--- src/rtl/audio_seq_pkg.sv ---
// Shared definitions for the audio stream sequencer.
//   seq_state_t    : sequencer FSM state encoding
//   DATA_W_DEF     : default sample width (two's complement)
//   LOG2_TAPS_DEF  : default log2 of the moving-average length
package audio_seq_pkg;

    localparam int DATA_W_DEF    = 24;
    localparam int LOG2_TAPS_DEF = 3;

    typedef enum logic [2:0] {
        IDLE,
        CAPTURE,
        ACC_L,
        ACC_R,
        OUT_WAIT,
        WRITE
    } seq_state_t;

endpackage

--- src/rtl/sample_history.sv ---
// Per-channel circular sample buffer of 2**LOG2_TAPS entries.
// Writes land at an internal write pointer that advances (mod TAPS) on every
// write, so the newest sample always replaces the oldest one. Reads are
// random-access by absolute index.
// Ports:
//   clk, reset : clock, synchronous active-high reset (clears all entries)
//   wr_en      : store wr_data at the write pointer and advance it
//   wr_data    : sample to store
//   rd_idx     : entry to read
//   rd_data    : combinational read data
module sample_history
    import audio_seq_pkg::*;
#(
    parameter int DATA_W    = DATA_W_DEF,
    parameter int LOG2_TAPS = LOG2_TAPS_DEF
) (
    input  logic                 clk,
    input  logic                 reset,
    input  logic                 wr_en,
    input  logic [DATA_W-1:0]    wr_data,
    input  logic [LOG2_TAPS-1:0] rd_idx,
    output logic [DATA_W-1:0]    rd_data
);

    localparam int TAPS = 2 ** LOG2_TAPS;

    logic [DATA_W-1:0]    mem [TAPS];
    logic [LOG2_TAPS-1:0] wr_ptr;

    always_ff @(posedge clk) begin
        if (reset) begin
            for (int i = 0; i < TAPS; i++) begin
                mem[i] <= '0;
            end
            wr_ptr <= '0;
        end else if (wr_en) begin
            mem[wr_ptr] <= wr_data;
            // pointer width is exactly LOG2_TAPS, so the add wraps mod TAPS
            wr_ptr      <= wr_ptr + LOG2_TAPS'(1);
        end
    end

    assign rd_data = mem[rd_idx];

endmodule

--- src/rtl/audio_stream_sequencer.sv ---
// Stereo audio sequencer: pops a sample pair from the codec, runs a TAPS-point
// moving average per channel (or passes the raw pair through when bypass=1),
// and pushes the result back to the codec.
// Ports:
//   clk, reset                      : clock, synchronous active-high reset
//   read_ready, readdata_left/right : codec input sample available + data
//   read                            : one-cycle pop strobe
//   write_ready                     : codec can accept an output sample
//   writedata_left/right, write     : registered output pair + push strobe
//   bypass                          : 1 = raw pass-through, 0 = filter
//   busy                            : high whenever not IDLE
//   overrun                         : sticky write_ready stall flag
//   sample_count                    : completed writes, mod 2^16
//
// state    | meaning
// ---------+---------------------------------------------------------------
// IDLE     | waiting for read_ready
// CAPTURE  | read strobe, store pre-shifted samples, pick filter or bypass
// ACC_L    | TAPS cycles summing left history through the shared adder
// ACC_R    | TAPS cycles summing right history, then load both outputs
// OUT_WAIT | waiting for write_ready, counting stall cycles
// WRITE    | write strobe, bump sample_count
module audio_stream_sequencer
    import audio_seq_pkg::*;
#(
    parameter int DATA_W    = DATA_W_DEF,
    parameter int LOG2_TAPS = LOG2_TAPS_DEF,
    parameter int STALL_MAX = 1024
) (
    input  logic              clk,
    input  logic              reset,
    input  logic              read_ready,
    input  logic [DATA_W-1:0] readdata_left,
    input  logic [DATA_W-1:0] readdata_right,
    output logic              read,
    input  logic              write_ready,
    output logic [DATA_W-1:0] writedata_left,
    output logic [DATA_W-1:0] writedata_right,
    output logic              write,
    input  logic              bypass,
    output logic              busy,
    output logic              overrun,
    output logic [15:0]       sample_count
);

    localparam int TAPS    = 2 ** LOG2_TAPS;
    localparam int STALL_W = $clog2(STALL_MAX + 2);

    seq_state_t           state;
    logic [LOG2_TAPS-1:0] tap_cnt;
    logic [DATA_W-1:0]    acc;
    logic [DATA_W-1:0]    sum_l;
    logic [STALL_W-1:0]   stall_cnt;

    logic                 hist_we;
    logic [DATA_W-1:0]    shift_l;
    logic [DATA_W-1:0]    shift_r;
    logic [DATA_W-1:0]    hist_l;
    logic [DATA_W-1:0]    hist_r;
    logic [DATA_W-1:0]    addend;
    logic [DATA_W-1:0]    acc_next;

    // Pre-dividing each entry by TAPS keeps the TAPS-entry sum inside DATA_W.
    assign shift_l = $signed(readdata_left)  >>> LOG2_TAPS;
    assign shift_r = $signed(readdata_right) >>> LOG2_TAPS;
    assign hist_we = (state == CAPTURE);

    sample_history #(.DATA_W(DATA_W), .LOG2_TAPS(LOG2_TAPS)) u_hist_l (
        .clk     (clk),
        .reset   (reset),
        .wr_en   (hist_we),
        .wr_data (shift_l),
        .rd_idx  (tap_cnt),
        .rd_data (hist_l)
    );

    sample_history #(.DATA_W(DATA_W), .LOG2_TAPS(LOG2_TAPS)) u_hist_r (
        .clk     (clk),
        .reset   (reset),
        .wr_en   (hist_we),
        .wr_data (shift_r),
        .rd_idx  (tap_cnt),
        .rd_data (hist_r)
    );

    // Single adder shared by both channels; the operand follows the state.
    assign addend   = (state == ACC_R) ? hist_r : hist_l;
    assign acc_next = acc + addend;

    always_ff @(posedge clk) begin
        if (reset) begin
            state           <= IDLE;
            read            <= 1'b0;
            write           <= 1'b0;
            busy            <= 1'b0;
            overrun         <= 1'b0;
            writedata_left  <= '0;
            writedata_right <= '0;
            sample_count    <= '0;
            tap_cnt         <= '0;
            acc             <= '0;
            sum_l           <= '0;
            stall_cnt       <= '0;
        end else begin
            read  <= 1'b0;
            write <= 1'b0;
            case (state)
                IDLE: begin
                    if (read_ready) begin
                        read  <= 1'b1;
                        busy  <= 1'b1;
                        state <= CAPTURE;
                    end
                end
                CAPTURE: begin
                    acc     <= '0;
                    tap_cnt <= LOG2_TAPS'(TAPS - 1);
                    // bypass is sampled only here; the branch taken is the latch
                    if (bypass) begin
                        writedata_left  <= readdata_left;
                        writedata_right <= readdata_right;
                        stall_cnt       <= '0;
                        state           <= OUT_WAIT;
                    end else begin
                        state <= ACC_L;
                    end
                end
                ACC_L: begin
                    if (tap_cnt == '0) begin
                        sum_l   <= acc_next;
                        acc     <= '0;
                        tap_cnt <= LOG2_TAPS'(TAPS - 1);
                        state   <= ACC_R;
                    end else begin
                        acc     <= acc_next;
                        tap_cnt <= tap_cnt - LOG2_TAPS'(1);
                    end
                end
                ACC_R: begin
                    if (tap_cnt == '0) begin
                        writedata_left  <= sum_l;
                        writedata_right <= acc_next;
                        acc             <= '0;
                        stall_cnt       <= '0;
                        state           <= OUT_WAIT;
                    end else begin
                        acc     <= acc_next;
                        tap_cnt <= tap_cnt - LOG2_TAPS'(1);
                    end
                end
                OUT_WAIT: begin
                    if (write_ready) begin
                        write <= 1'b1;
                        state <= WRITE;
                    end else begin
                        // saturate just past the limit so the counter never wraps
                        if (stall_cnt != STALL_W'(STALL_MAX + 1)) begin
                            stall_cnt <= stall_cnt + STALL_W'(1);
                        end
                        if (stall_cnt >= STALL_W'(STALL_MAX)) begin
                            overrun <= 1'b1;
                        end
                    end
                end
                WRITE: begin
                    sample_count <= sample_count + 16'd1;
                    busy         <= 1'b0;
                    state        <= IDLE;
                end
                default: begin
                    busy  <= 1'b0;
                    state <= IDLE;
                end
            endcase
        end
    end

endmodule

--- config.mk ---
export PLATFORM = sky130hd
export DESIGN_NAME = audio_stream_sequencer
export DESIGN_NICKNAME = d
export VERILOG_FILES = /design/src/rtl/audio_seq_pkg.sv /design/src/rtl/sample_history.sv /design/src/rtl/audio_stream_sequencer.sv
export SDC_FILE = /design/constraint.sdc
export NUM_CORES = 1
export LEC_CHECK = 0
export BUFFER_PORTS_ARGS = -buffer_cell sky130_fd_sc_hd__buf_2
export CAP_MARGIN = 25
export CORE_AREA = 10 10 235 326
export DETAILED_ROUTE_END_ITERATION = 10
export DIE_AREA = 0 0 245 336
export PLACE_DENSITY = 0.56
export SLEW_MARGIN = 0
export SYNTH_ARGS = -nofsm -noshare
export SYNTH_HDL_FRONTEND = slang
export SYNTH_HIERARCHICAL = 1
export SYNTH_SLANG_ARGS = --single-unit
--- constraint.sdc ---
create_clock -name clk -period 5.15 [get_ports clk]
set_input_delay 0.515 -clock clk [delete_from_list [all_inputs] [get_ports clk]]
set_output_delay 0.515 -clock clk [all_outputs]
set_load 0.05 [all_outputs]
* Word level (Yosys, flattened, before mapping)
Memory sizes are Yosys's and may differ from the RTL's. A register that Yosys moved wholly into a read port is not among the register bits.
Cells that the tools add are included.
** Word-level totals
- Register bits after elaboration :: 139
- RAM bits :: 384
- Output and inout bits :: 68
- Logic and storage cells :: 102
- Memories kept :: 2
** Memory list
- u_hist_l.mem :: depth 8, bits a word 24, read ports 1, clocked after memory_dff 1, wr ports 8, line sample_history.sv:27 : logic [DATA_W-1:0] mem [TAPS];
- u_hist_r.mem :: depth 8, bits a word 24, read ports 1, clocked after memory_dff 1, wr ports 8, line sample_history.sv:27
** Cells by class
- $add $sub $neg :: 6
- $lt $le $gt $ge :: 1
- Eq/ne operators :: 14
- Muxes and demuxes :: 42
- Bitwise logic cells :: 4
- Reductions and logical operators :: 19
** Operators with widths (number)
- two-way mux 24 bit :: 8
- one-hot mux 24 bit (2 select lines) :: 3
- OR reduction 24 bit :: 2
- two-way mux 11 bit :: 4
- two-way mux 3 bit :: 13
- one-hot mux 11 bit (3 select lines) :: 1
- adder 24 bit :: 1
- adder 16 x 1 -> 16 bit (second input constant) :: 1
- one-hot mux 3 bit (5 select lines) :: 1
- inequality test 2 bit (second input constant) :: 7
- adder 11 x 1 -> 11 bit (second input constant) :: 1
- >= comparator 11 bit (second input constant) :: 1
- inequality test 11 bit (second input constant) :: 1
- two-way mux 1 bit :: 10
- one-hot mux 3 bit (3 select lines) :: 1
- adder 3 x 1 -> 3 bit (second input constant) :: 2
- equality test 3 x 2 -> 1 bit (second input constant) :: 2
- equality test 3 bit (second input constant) :: 2
- logical NOT 3 bit :: 2
- AND reduction 2 bit :: 3
- AND reduction 3 bit :: 2
- nonzero test 3 bit :: 2
- OR reduction 2 bit :: 3
- AND reduction 5 bit :: 1
- other kinds (8) :: 12

* Longest topological paths before layout
- Depth in word-level cells :: 6
- Depth in mapped cells :: 16
- Gate-level depth less buffers :: 13

* By module
Netlist, hierarchy kept.
** Modules (own cells, without submodules)
- sample_history :: times used 2, cells an instance 564, area each 8747.1 µm², seq. area each 5825.6 µm²
- audio_stream_sequencer :: times used 1, cells an instance 901, area each 6950.4 µm², seq. area each 2662.6 µm²

* Worst setup path after synthesis
Ideal clock, no wire load.
- Path type :: register to register
- From :: register tap_cnt[0]
- To :: register writedata_right[20]
- Library setup time :: 92 ps
- Data arrival time :: 3711 ps
- Slack :: 1347 ps
- Cell stages (with the launch flop) :: 16
- Buffers on the path :: 2
- Cells stage by stage :: dfxtp_1 > buf_6 > buf_12 > mux4_2 > mux2_4 > nand2_1 > nand2_1 > ha_1 > fa_1 > a21o_1 > a221o_1 > a2111oi_0 > o21ai_1 > xor2_1 > nor2_1 > nor4_1
** On the way
- Cells in the longest elaborated chain, start to end :: 3
** Ends and longest elaborated chain
- from (decl) :: line audio_stream_sequencer.sv:50 : logic [LOG2_TAPS-1:0] tap_cnt;
- from (signal assigned) :: line audio_stream_sequencer.sv:117 : tap_cnt <= LOG2_TAPS'(TAPS - 1);
- from (signal assigned) :: line audio_stream_sequencer.sv:132 : tap_cnt <= LOG2_TAPS'(TAPS - 1);
- from (signal assigned) :: line audio_stream_sequencer.sv:136 : tap_cnt <= tap_cnt - LOG2_TAPS'(1);
- logical NOT 3 bit :: line audio_stream_sequencer.sv:140 : if (tap_cnt == '0) begin
- inequality test 2 x 1 -> 1 bit (no source line)
- AND reduction 3 bit (no source line)
- to (signal assigned) :: line audio_stream_sequencer.sv:121 : writedata_right <= readdata_right;
- to (signal assigned) :: line audio_stream_sequencer.sv:142 : writedata_right <= acc_next;
- to (decl) :: line audio_stream_sequencer.sv:38 : output logic [DATA_W-1:0] writedata_right,
No other way between the ends.
A chain may end at the register's enable or synchronous reset.

* Final worst setup path
Ends and elaborated chain as after synthesis.

==> impl_metrics.yaml <==
grt:
  grt.total_usage: 0.180
  grt_first_pass_wirelength_mm: 113
  grt_overflow: 0
  grt_pass1_vias: 17200
  grt_antenna_before_repair: 5
  grt_max_degree: 79
synth:
  synth_nets: 2114
  synth-simple-area-share: 0.157
  synth_adder_area_share: 0.0167
  synth_top_area_frac: 0.472
  yosysSeqAreaShare: 0.586
  yosysTopAreaCell: "edfxtp_1"
  synthFlopType: "edfxtp_1"
  synth-seq-cells: 523
  synth_top_family_by_area: "simple AND/OR/NAND/NOR gates"
  synth_cell_types: 73
  synth.area.top_cells: "edfxtp_1 (47%), dfxtp_1 (11%), mux4_2 (8.3%)"
  synth_area_mm2: 0.0244
  synth-xor-area-share: 0.0161
  synth_warnings: 6
  syn_area_per_cell_um2: 12.0
  synth_mux_area_frac: 0.121
  synth_edf_count: 384
  syn_inst: 2029
  ys_async_sr_fraction: 0
  synth-compound-area-share: 0.0637
setup_path:
  slowest_delay_ns: 0.61
  criticalPathCategory: "reg2reg"
  crit_arrival_ns: 5.05
  slowest_stage: "a2111oi_0"
  cp_common_cell: "nand2_1"
  cp_num_cells: 13
  cp.buffers_inverters: 1
  setup.worst_path.end_class: "flop"
  crit_family: "compound AO/OA/AOI/OAI gates"
  startpoint_type: "flop"
  path_cells: "buf_4, mux4_2, mux2_4, nand2_1, nand2_1, ha_1, and3_1, a221o_1, a2111oi_0, o21ai_1, xor2_1, nor2_1, nor4_1"
  required_ns: 5.68
  worstPathMaxFanout: 20
  rrSetupSlack_ns: 0.63
  reg2reg_depth: 13
cts:
  cts_inserted_buffers: 53
  root_buffer: "clkbuf_16"
  cts.sinks: 523
  cts_tree: "yes"
  clk_pin_slew_ns: 0.07
  ctsHoldBuffers: 0
  insertion_delay_ns: 0.63
  cts_htree_levels: 2
  ctsLongestPathBuffers: 3
timing:
  hold_viol: 0
  clock_skew_ns: 0.0260
  worst_slew_pin_slew_ns: 0.935
  fin_crit_sh: 0.877
  finalMaxSlewViolations: 0
  fin_setup_tns_ns: 0
  maxSlewHeadroom: 0.376
  rsz0062_at_grt: "no"
  finalSetupViolCount: 0
  whs_ns: 0.151
  timing.fmax_mhz: 221
  period_needed_ns: 4.52
floorplan:
  start_util: 0.348
  pin_count: 121
  die_w_um: 245
  rows: 115
  die_h_um: 336
  die-area_mm2: 0.0823
  fp.coreArea_mm2: 0.0702
cells_and_area:
  utilization: 0.397
  nets: 2179
  drive_gt1_frac: 0.212
  layout_commonest_cell: "nor3_1"
  fillCellCount: 6824
  area_growth_pct: 13.9
  seq_area_mm2: 0.0143
  multiInputGateArea_mm2: 0.00926
  layout_common_cells: "nor3_1 (396), edfxtp_1 (384), nand2_1 (215)"
  layout.cells.non_filler: 3076
placement:
  finalWeightedCongestion: 0.924
  placed_cells: 2974
  io_buffers: 120
  dpl.hpwl_mm: 50.5
status:
  outcome: "completed"
route:
  drt_iter0_drc: 1590
  wl_per_cell_um: 24.7
  post-route-drc-count: 0
  dr_total_vias: 17200
  firstDrtPassIters: 5
  detail-route-antenna-nets: 0
  vias_per_cell: 5.58
  routed_wirelength_mm: 75.9
hold_path:
  hp-class: "in2reg"
  min_path_cells: 3
power:
  powerDensity_mw_per_mm2: 518
  p_leak_nw: 9.74
  ir_drop_mv: 0.396
run:
  maxCapViolCount: 0
==> flip-flops by register name, indices dropped and copies added, names as in the netlist <==
signal	count
acc	24
busy	1
overrun	1
read	1
sample_count	16
stall_cnt	11
state	3
sum_l	24
tap_cnt	3
u_hist_l/mem	192
u_hist_l/wr_ptr	3
u_hist_r/mem	192
u_hist_r/wr_ptr	3
write	1
writedata_left	24
writedata_right	24
==> routing by layer <==
metal / vias to the layer above / track usage / part of all wire
li1: 7746 / - / -
met1: 8741 / 0.225 / 0.41
met2: 566 / 0.314 / 0.51
met3: 117 / 0.0284 / 0.058
met4: 2 / 0.0574 / 0.028
met5: - / 0 / 0.00012
==> cells by family (layout without fill, tap and decap cells) <==
family	after synthesis	count (layout)
and+or+nand+nor	819	819
DFF	523	523
buffers and inverters	236	346
AOI/OAI and AO/OA	223	223
muxes	151	151
xor gates and xnor gates	45	45
adders and majority gates	32	32
other	0	1
==> worst paths after layout <==
check	from	end
max	tap_cnt[0]	writedata_right[20]
min	write_ready	write
max reg2reg	tap_cnt[0]	writedata_right[20]
min reg2reg	sum_l[5]	sum_l[5]
==> per-stage QoR <==
| step | setup WS, ns | area (µm²) | total power [mW] |
|---|---|---|---|
| after detailed placement | 0.399 | 26100 | 10.6 |
| final | 0.631 | 27800 | 14.4 |
| after global routing | 0.198 | 27800 | 15.1 |
| after floorplan | 1.35 | 24400 | 8.93 |
| after global placement | 0.401 | 26100 | 10.6 |
| after CTS | 0.379 | 27800 | 14.5 |
==> tightest hold or removal path: stages <==
cell	delay, ns
buf_2	0.11
nand2_1	0.06
nor3_1	0.04
==> cell usage after synthesis, drive strengths merged (3+ instances only) <==
| library cell | n |
|---|---|
| dfxtp | 139 |
| and3 | 18 |
| nand2 | 218 |
| nand2b | 9 |
| edfxtp | 384 |
| o211ai | 3 |
| clkbuf | 140 |
| mux4 | 96 |
| or3 | 8 |
| nor2 | 105 |
| nand3b | 5 |
| or3b | 4 |
| xnor2 | 22 |
| a31oi | 5 |
| a311oi | 33 |
| a211oi | 5 |
| nor4b | 3 |
| inv | 12 |
| clkinv | 48 |
| buf | 36 |
| nor3 | 397 |
| a41oi | 6 |
| nand4 | 12 |
| o22ai | 4 |
| xor2 | 23 |
| o21ai | 40 |
| nor2b | 4 |
| a22o | 6 |
| and2 | 6 |
| a22oi | 7 |
| nand3 | 19 |
| a21o | 8 |
| ha | 31 |
| o21bai | 17 |
| a21oi | 65 |
| mux2i | 5 |
| mux2 | 50 |
==> power by group <==
part / internal (mW) / total (mW) / switching (mW)
clock network: 2.17 / 3.87 / 1.70
registers: 4.93 / 5.30 / 0.364
logic: 1.93 / 5.27 / 3.34
total: 9.04 / 14.4 / 5.40
==> what timing repair did <==
action,CTS,global route
gates resized for setup,0,0
endpoints found under the setup margin,0,1
setup buffers,0,1
==> final cells by class <==
cell class / count / share of cell area
Sequential cell: 523 / 0.514
Clock buffer: 75 / 0.0546
Multi-Input combinational cell: 1270 / 0.332
Inverter: 60 / 0.00809
Tap cell: 936 / 0.0421
Timing Repair Buffer: 186 / 0.0408
Clock inverter: 25 / 0.00759
Antenna cell: 1 / 0.0000899
Note: power is estimated with default switching activity, not from simulation.
